[src/rtl/map_pkg.sv]
// Shared map-grid definitions: default coordinate/data widths and cell encodings.
// No logic, so no latency.
// No handshakes live here; nothing to back-pressure.
package map_pkg;

    localparam int MAP_X_W = 5;
    localparam int MAP_Y_W = 5;
    localparam int MAP_D_W = 3;

    typedef enum logic [MAP_D_W-1:0] {
        EMPTY  = 3'd0,
        WALL   = 3'd1,
        PELLET = 3'd2,
        POWER  = 3'd3
    } cell_t;

endpackage

[src/rtl/map_access_arbiter_rr_picker.sv]
// Round-robin search: first set req bit at or above ptr, wrapping, as a one-hot pick.
// Purely combinational, zero latency.
// No backpressure; found is simply low when nothing is requesting.
module rr_picker
    import map_pkg::*;
#(
    parameter int W  = 2,
    parameter int PW = (W > 1) ? $clog2(W) : 1
) (
    input  logic [W-1:0]  req,
    input  logic [PW-1:0] ptr,
    output logic [W-1:0]  pick,
    output logic          found
);

    logic [2*W-1:0] dbl_req;
    logic [2*W-1:0] dbl_oh;
    logic [W-1:0]   rot;
    logic [W-1:0]   rot_oh;

    // Rotate so ptr sits at bit 0, isolate the lowest set bit, then rotate back.
    always_comb begin
        dbl_req = {req, req} >> ptr;
        rot     = dbl_req[W-1:0];
        rot_oh  = rot & (~rot + W'(1));
        dbl_oh  = {rot_oh, rot_oh} << ptr;
        pick    = dbl_oh[2*W-1:W];
        found   = |req;
    end

endmodule

[src/rtl/map_access_arbiter.sv]
// Arbitrates the single-port map memory: port 0 priority (starve-bounded), ports 1.. round-robin.
// gnt is combinational; mem command one cycle after grant; read data RD_LAT+2 cycles after grant.
// Requesters hold req until gnt; no backpressure from memory, one command per cycle.
module map_access_arbiter
    import map_pkg::*;
#(
    parameter int N_REQ      = 3,
    parameter int X_W        = MAP_X_W,
    parameter int Y_W        = MAP_Y_W,
    parameter int D_W        = MAP_D_W,
    parameter int RD_LAT     = 1,
    parameter int STARVE_LIM = 4
) (
    input  logic                   clock_50,
    input  logic                   resetn,
    input  logic [N_REQ-1:0]       req,
    input  logic [N_REQ-1:0]       we,
    input  logic [N_REQ*X_W-1:0]   addr_x,
    input  logic [N_REQ*Y_W-1:0]   addr_y,
    input  logic [N_REQ*D_W-1:0]   wdata,
    output logic [N_REQ-1:0]       gnt,
    output logic [N_REQ-1:0]       rvalid,
    output logic [D_W-1:0]         rdata,
    output logic [X_W-1:0]         mem_x,
    output logic [Y_W-1:0]         mem_y,
    output logic [D_W-1:0]         mem_wdata,
    output logic                   mem_we,
    output logic                   mem_en,
    input  logic [D_W-1:0]         mem_rdata
);

    localparam int W    = N_REQ - 1;
    localparam int PW   = (W > 1) ? $clog2(W) : 1;
    localparam int SC_W = $clog2(STARVE_LIM + 1);
    localparam logic [SC_W-1:0] STARVE_MAX = SC_W'(STARVE_LIM);

    typedef struct packed {
        logic           we;
        logic [X_W-1:0] x;
        logic [Y_W-1:0] y;
        logic [D_W-1:0] d;
    } cmd_t;

    // rr_ptr is zero-based over ports 1..N_REQ-1, so reset value 0 means port 1.
    logic [PW-1:0]   rr_ptr;
    logic [PW-1:0]   rr_ptr_nxt;
    logic [SC_W-1:0] starve_cnt;
    logic [W-1:0]    rr_pick;
    logic            rr_found;
    logic            others_req;
    cmd_t            sel_cmd;
    cmd_t            cmd_q;
    logic [N_REQ-1:0] rd_pipe [RD_LAT+1];

    assign others_req = |req[N_REQ-1:1];

    rr_picker #(.W(W), .PW(PW)) u_rr_picker (
        .req   (req[N_REQ-1:1]),
        .ptr   (rr_ptr),
        .pick  (rr_pick),
        .found (rr_found)
    );

    always_comb begin
        gnt = '0;
        if (req[0] && ((starve_cnt < STARVE_MAX) || !others_req)) begin
            gnt[0] = 1'b1;
        end else if (rr_found) begin
            gnt[N_REQ-1:1] = rr_pick;
        end
    end

    always_comb begin
        rr_ptr_nxt = rr_ptr;
        for (int j = 0; j < W; j++) begin
            if (gnt[j+1]) rr_ptr_nxt = (j == W - 1) ? '0 : PW'(j + 1);
        end
    end

    always_comb begin
        sel_cmd = '0;
        for (int i = 0; i < N_REQ; i++) begin
            if (gnt[i]) begin
                sel_cmd.we = we[i];
                sel_cmd.x  = addr_x[i*X_W +: X_W];
                sel_cmd.y  = addr_y[i*Y_W +: Y_W];
                sel_cmd.d  = wdata[i*D_W +: D_W];
            end
        end
    end

    always_ff @(posedge clock_50 or negedge resetn) begin
        if (!resetn) begin
            rr_ptr     <= '0;
            starve_cnt <= '0;
        end else begin
            rr_ptr <= rr_ptr_nxt;
            if (!others_req || (|gnt[N_REQ-1:1])) begin
                starve_cnt <= '0;
            end else if (gnt[0] && (starve_cnt != STARVE_MAX)) begin
                starve_cnt <= starve_cnt + SC_W'(1);
            end
        end
    end

    // Address/data hold between commands; only the strobes return to zero.
    always_ff @(posedge clock_50 or negedge resetn) begin
        if (!resetn) begin
            cmd_q  <= '0;
            mem_en <= 1'b0;
        end else begin
            mem_en <= |gnt;
            if (|gnt) begin
                cmd_q <= sel_cmd;
            end else begin
                cmd_q.we <= 1'b0;
            end
        end
    end

    assign mem_we    = cmd_q.we;
    assign mem_x     = cmd_q.x;
    assign mem_y     = cmd_q.y;
    assign mem_wdata = cmd_q.d;

    // One-hot port tags ride alongside the memory latency; empty entry means no read.
    always_ff @(posedge clock_50 or negedge resetn) begin
        if (!resetn) begin
            for (int i = 0; i <= RD_LAT; i++) rd_pipe[i] <= '0;
            rvalid <= '0;
            rdata  <= '0;
        end else begin
            rd_pipe[0] <= gnt & ~we;
            for (int i = 1; i <= RD_LAT; i++) rd_pipe[i] <= rd_pipe[i-1];
            rvalid <= rd_pipe[RD_LAT];
            if (|rd_pipe[RD_LAT]) rdata <= mem_rdata;
        end
    end

endmodule

[config.mk]
export PLATFORM = sky130hd
export DESIGN_NAME = map_access_arbiter
export DESIGN_NICKNAME = d
export VERILOG_FILES = /design/src/rtl/map_pkg.sv /design/src/rtl/map_access_arbiter_rr_picker.sv /design/src/rtl/map_access_arbiter.sv
export SDC_FILE = /design/constraint.sdc
export NUM_CORES = 1
export LEC_CHECK = 0
export CORE_ASPECT_RATIO = 1.2
export CORE_MARGIN = 2
export CORE_UTILIZATION = 40
export CTS_CLUSTER_DIAMETER = 30
export CTS_CLUSTER_SIZE = 16
export DETAILED_ROUTE_END_ITERATION = 10
export PLACE_DENSITY_LB_ADDON = 0.25
export SKIP_LAST_GASP = 1
export SLEW_MARGIN = 25
export SYNTH_ARGS = -nofsm -noshare
export SYNTH_HDL_FRONTEND = slang
export SYNTH_SLANG_ARGS = --single-unit
[constraint.sdc]
create_clock -name clock_50 -period 3.6 [get_ports clock_50]
set_clock_uncertainty 0.05 [all_clocks]
set_input_delay 0.54 -clock clock_50 [delete_from_list [all_inputs] [get_ports clock_50]]
set_output_delay 0.54 -clock clock_50 [all_outputs]
set_load 0.03 [all_outputs]
# Word level (Yosys, flattened, before mapping)
# Index checks and enable logic that the tools add are counted.
# word_totals
ff_bits	31
in_bits	50
out_inout_bits	24
word_cells	43
# classes
add_sub_neg	2
order_cmp	1
n_eq_ne	1
shifts	2
muxes	11
bitwise	4
reduce_logical	11
# op_table
cell	count
$mux 14	3
$mux 3	2
$reduce_or 3->1	2
$mux 1	4
$mux 2	2
$reduce_bool 2->1	2
$reduce_or 2->1	2
$shl 4x1->4	1
$shr 4x1->2	1
$add 3x1->3 const B	1
$and 3x3->3	1
$lt 3x3->1 const B	1
$ne 3x3->1 const B	1
$not 3->3	1
$add 2x1->2 const B	1
$and 2x2->2	1
$logic_and 1x1->1	2
$logic_or 1x1->1	2
$not 2->2	1
$logic_not 1->1	1

# Longest topological paths before layout
# depth
ltp_word	10
mapped_depth	6
depth_no_buf	5

# Cells and area by module
# A second synthesis with hierarchy kept.
# unflattened
cells_unflattened	148
hier_area_um2	1666.6
# modules_own_cells
module	n_inst	cells_each	area_each_um2	seq_area_each_um2
map_access_arbiter	1	144	1641.6	775.7
rr_picker	1	4	25.0	0.0

# Worst setup path before layout
# OpenSTA, ideal clock, no wires.
# synth_timing
kind	input -> output
from	input req[0]
to	output gnt[2]
t_arrival_ps	1140
required_time_ps	3010
slack_ps	1870
stages	4
n_path_buf	1
cell_sequence	nand2b_2 > nand3_1 > inv_1 > buf_2
# synth_via
elab_chain_len	2
# synth_rtl
item	line_no	text
start: declaration	map_access_arbiter.sv:16	input logic [N_REQ-1:0] req,
$logic_and 1x1->1	map_access_arbiter.sv:66	if (req[0] && ((starve_cnt < STARVE_MAX) || !others_req)) begin
$mux 2	map_access_arbiter.sv:66	
end: declaration	map_access_arbiter.sv:21	output logic [N_REQ-1:0] gnt,
# No other way between the ends.

# Final worst setup path
# layout_timing
from	input req[2]
to	output gnt[1]
# layout_via
elab_chain_len	7
elab_cells_between_ends	11
classes_between	1 x add/sub; 2 x shift; 2 x mux; 2 x bitwise; 4 x reduce/logical
# layout_rtl
item	line_no	text
$shr 4x1->2	map_access_arbiter_rr_picker.sv:23	dbl_req = {req, req} >> ptr;
$not 2->2	map_access_arbiter_rr_picker.sv:25	rot_oh = rot & (~rot + W'(1));
$add 2x1->2	map_access_arbiter_rr_picker.sv:25	
$and 2x2->2	map_access_arbiter_rr_picker.sv:25	
$shl 4x1->4	map_access_arbiter_rr_picker.sv:26	dbl_oh = {rot_oh, rot_oh} << ptr;
$mux 2	map_access_arbiter.sv:68	end else if (rr_found) begin
$mux 2 *	map_access_arbiter.sv:66	
# Mark *: on every way between the ends. The rest lies on a longest branch, timed or not.

==> results.env <==
HOLD_PATH.STARTPOINT='rd_pipe[4]'
SYNTH.DISTINCT_CELLS=24
SYNTH_ASYNC_SR_FLOP_SHARE=1.000
RUN_STATUS='completed'
YOSYS_MOST_USED_DFF='dfrtp_1'
CP_DATA_REQUIRED_TIME_PS=3010
SYNTH-SEQ-CELLS=31
DIEAREA_UM2=3871
YOSYSTOPAREACELLSHARE=0.5725
CTS_RESIZED=0
ROUTER_ITERATIONS_BEFORE_ANTENNA_REPAIR=4
POSTCTSSETUPREPAIRBUFS=0
ANTENNA-DIODE-COUNT=0
HPWL_UM=2646
ROUTE.VIAS.TOTAL=1226
SEQ_AREA_FRAC_SYNTH=0.5725
CP_STARTPOINT='req[2]'
TIGHTEST_SLEW_PS=511.0
FILLCELLCOUNT=273
CRITICAL_PATH.CELL_CHAIN='clkdlybuf4s50_1, nand2_1, and3_4, clkdlybuf4s50_1'
CPPEAKSTAGEDELAY_PS=710
MAXIMUM_COUNT_OF_CLOCK_BUFFERS_ALONG_A_SINGLE_PATH=2
CTS_TREE='built'
VIA_PER_INST=5.173
ROUTED_WIRELENGTH_UM=3603
PLACEMENT_ROWS=23
POST_SYNTH_INSTANCE_AREA_UM2=1355
FINALNONFILLERCELLS=237
INITIAL_CELL_DENSITY_OF_THE_CORE=0.4130
RELSLEWSLACK=0.6593
FIRST_ITER_VIOLATIONS=70
GR-USAGE-ALL-LAYERS=0.2007
GROUTE.LAYER.MET2.USAGE=0.3678
WORSTSETUPSTARTPOINTTYPE='primary input'
CRITICAL_PATH_DEPTH=4
WORSTSETUPENDPOINTTYPE='output port'
SETUP-TNS-FINAL_PS=0
CRIT_FANOUT=16
WORSTHOLDPATHCELLS=0
FIRST_PASS_GRT_WIRE_LENGTH_UM=5747
ROUTABILITYCONGESTION=0.7810
WL_PER_CELL_UM=15.20
FF2FF_PATH_DEPTH=6
CTSHOLDBUFFERS=0
SYNTH-EDFF-COUNT=0
DETAIL-ROUTE-ANTENNA-NETS=0
FIRST_GLOBAL_VIAS=1328
SETUP_VIOL=0
POST_SYNTH_MAIN_AREA_CONTRIBUTORS='dfrtp_1 57%, a222oi_1 9.6%, nor2_1 8.6%, or2b_1 6.6%, mux2_2 2.5%'
DIE_H_UM=67.76
WORST-SETUP-PATH-TYPE='in2out'
SYN-MEAN-INSTANCE-AREA_UM2=11.11
MOSTFREQUENTLAYOUTCELL='clkdlybuf4s50_1'
TIMING.CRITICAL_PATH.SLOWEST_STAGE_CELL='clkdlybuf4s50_1'
FINALHOLDVIOLCOUNT=0
H_TREE_DEPTH=2
BUSIEST_LAYER='met2'
NUM-NETS-FINAL=251
PORT_BUFFERS=73
TIMING.FINAL.CRIT_SHARE=0.7696
WORST_EP_ARRIVAL_TIME_PS=2180
GLOBALROUTEMET1UTIL=0.2000
FINAL-SEQ-AREA_UM2=775.7
FMAX_MHz=360.9
IOS=74
MAX_CAP_VIOLATIONS=0
YOSYSWARNINGS=0
CRITPATHMOSTFREQUENTCELL='clkdlybuf4s50_1'
PLACEABLECOREAREA_UM2=3281
CLOCK_SINKS=31
PERIOD_NEEDED_PS=2771
CTS_BUFFERS=5
RR_STARTPOINT='starve_cnt[2]'
GRT_OVERFLOW=0
DRV_SLEW=0
GRT_ANTENNA_BEFORE_REPAIR=0
GRT_START_MAX_NET_PINS=32
REPORTED_LEAKAGE_POWER_nW=0.9611
POST_SYNTH_INST_COUNT=122
PATH_DELAY_FAMILY='buffers and inverters'
INSTANCE_COUNT_AFTER_PLACEMENT_WITH_TAP_CELLS_INCLUDED=229
POWER.DENSITY_CELL_AREA_nW_PER_UM2=449.6
DIE_WIDTH_UM=57.13
LAYOUT_COMMON_CELLS='73 x clkdlybuf4s50_1, 31 x nor2_1, 31 x dfrtp_1'
YOSYS.AREA.TOP_TYPE='dfrtp_1'
AREA_GROWTH_SYN_TO_LAYOUT_PCT=64.27
MIN_DELAY_PATH_CLASS='reg2reg'
POST_ROUTE_CELLS_DRIVE_ABOVE_1_SHARE=0.08500
VDD.IR_DROP.WORST_uV=375.0
UNREPAIRED_SETUP_ENDPOINTS_AFTER_GLOBAL_ROUTING='false'
CLOCK-ROOT-BUFFER='clkbuf_8'
CRIT_BUF_INV=2
POSTSYNTHNETCOUNT=174
CLOCK_INSERTION_DELAY_WORST_SKEW_PS=280
DRC_ERRORS=0
MULTI_INPUT_AREA_UM2=515.5
CLK_PIN_SLEW_WORST_PATHS_PS=70
GLOBAL_ROUTE.USAGE.MET3=0.05172
-- cell families after synthesis --
logic type                 Yosys count  synth area share
and+or+nand+nor                     56            0.2115
AOI/OAI and AO/OA                   19            0.1256
buffers and inverters               11           0.04709
DFF                                 31            0.5725
adders and majority gates            2           0.01846
muxes                                3           0.02493
-- synth_stat cells, types with 2 or more instances --
| library cell | instances |
|---|---|
| nand2b_1 | 2 |
| dfrtp_1 | 31 |
| buf_6 | 2 |
| inv_1 | 4 |
| or2b_1 | 12 |
| a222oi_1 | 13 |
| and2_1 | 2 |
| mux2_2 | 3 |
| o21ai_0 | 3 |
| nor2_1 | 31 |
| nor3_1 | 2 |
| buf_2 | 2 |
| nand2_1 | 2 |
| clkbuf_1 | 2 |
| ha_1 | 2 |
-- through the flow --
stage            util  power (mW)  cell area (um2)  hold slack, ps  setup slack (ps)
2_1_floorplan       -      0.5289             1355           194.4              1870
3_3_place_gp   0.6442      0.6605             2113           281.5             872.1
3_5_place_dp   0.6442      0.6673             2113           289.6             829.8
4_1_cts        0.6785       1.010             2226           306.6             832.4
5_1_grt        0.6785       1.044             2226           318.9             744.7
6_report       0.6785       1.001             2226           306.8             829.4
-- path summary, 6_finish.rpt --
check / to / slack (ps)
setup / recovery: gnt[1] / 830
hold / removal: rd_pipe[1] / 310
setup reg to reg: mem_y[0] / 1960
hold reg to reg: rd_pipe[1] / 310
max in group asynchronous: mem_en / 2620
min in group asynchronous: rd_pipe[3] / 590
-- layout make-up --
class,instances,area share
Clock buffer,5,0.03092
Clock inverter,3,0.01967
Inverter,4,0.006745
Multi-Input combinational cell,80,0.2316
Sequential cell,31,0.3485
Tap cell,37,0.02080
Timing Repair Buffer,77,0.3418
-- where the power goes --
| group | total (mW) | internal, mW | switching, mW |
|---|---|---|---|
| combinational | 0.260 | 0.133 | 0.128 |
| sequential | 0.401 | 0.383 | 0.0180 |
| clock | 0.340 | 0.206 | 0.134 |
-- layer usage --
layer / part of all wire / routed length [um] / vias to the layer above
met5: 0 / 0 / -
met4: 0.024 / 87 / 0
met3: 0.073 / 262 / 10
met2: 0.56 / 2013 / 61
met1: 0.34 / 1240 / 576
li1: - / - / 579
-- sequential cells by signal, indices dropped and copies added (netlist names) --
| signal | cells |
|---|---|
| rd_pipe | 6 |
| mem_en | 1 |
| mem_wdata | 3 |
| rdata | 3 |
| starve_cnt | 3 |
| mem_x | 5 |
| rvalid | 3 |
| rr_ptr | 1 |
| mem_y | 5 |
| mem_we | 1 |
Power figures use the tool's default switching activity.
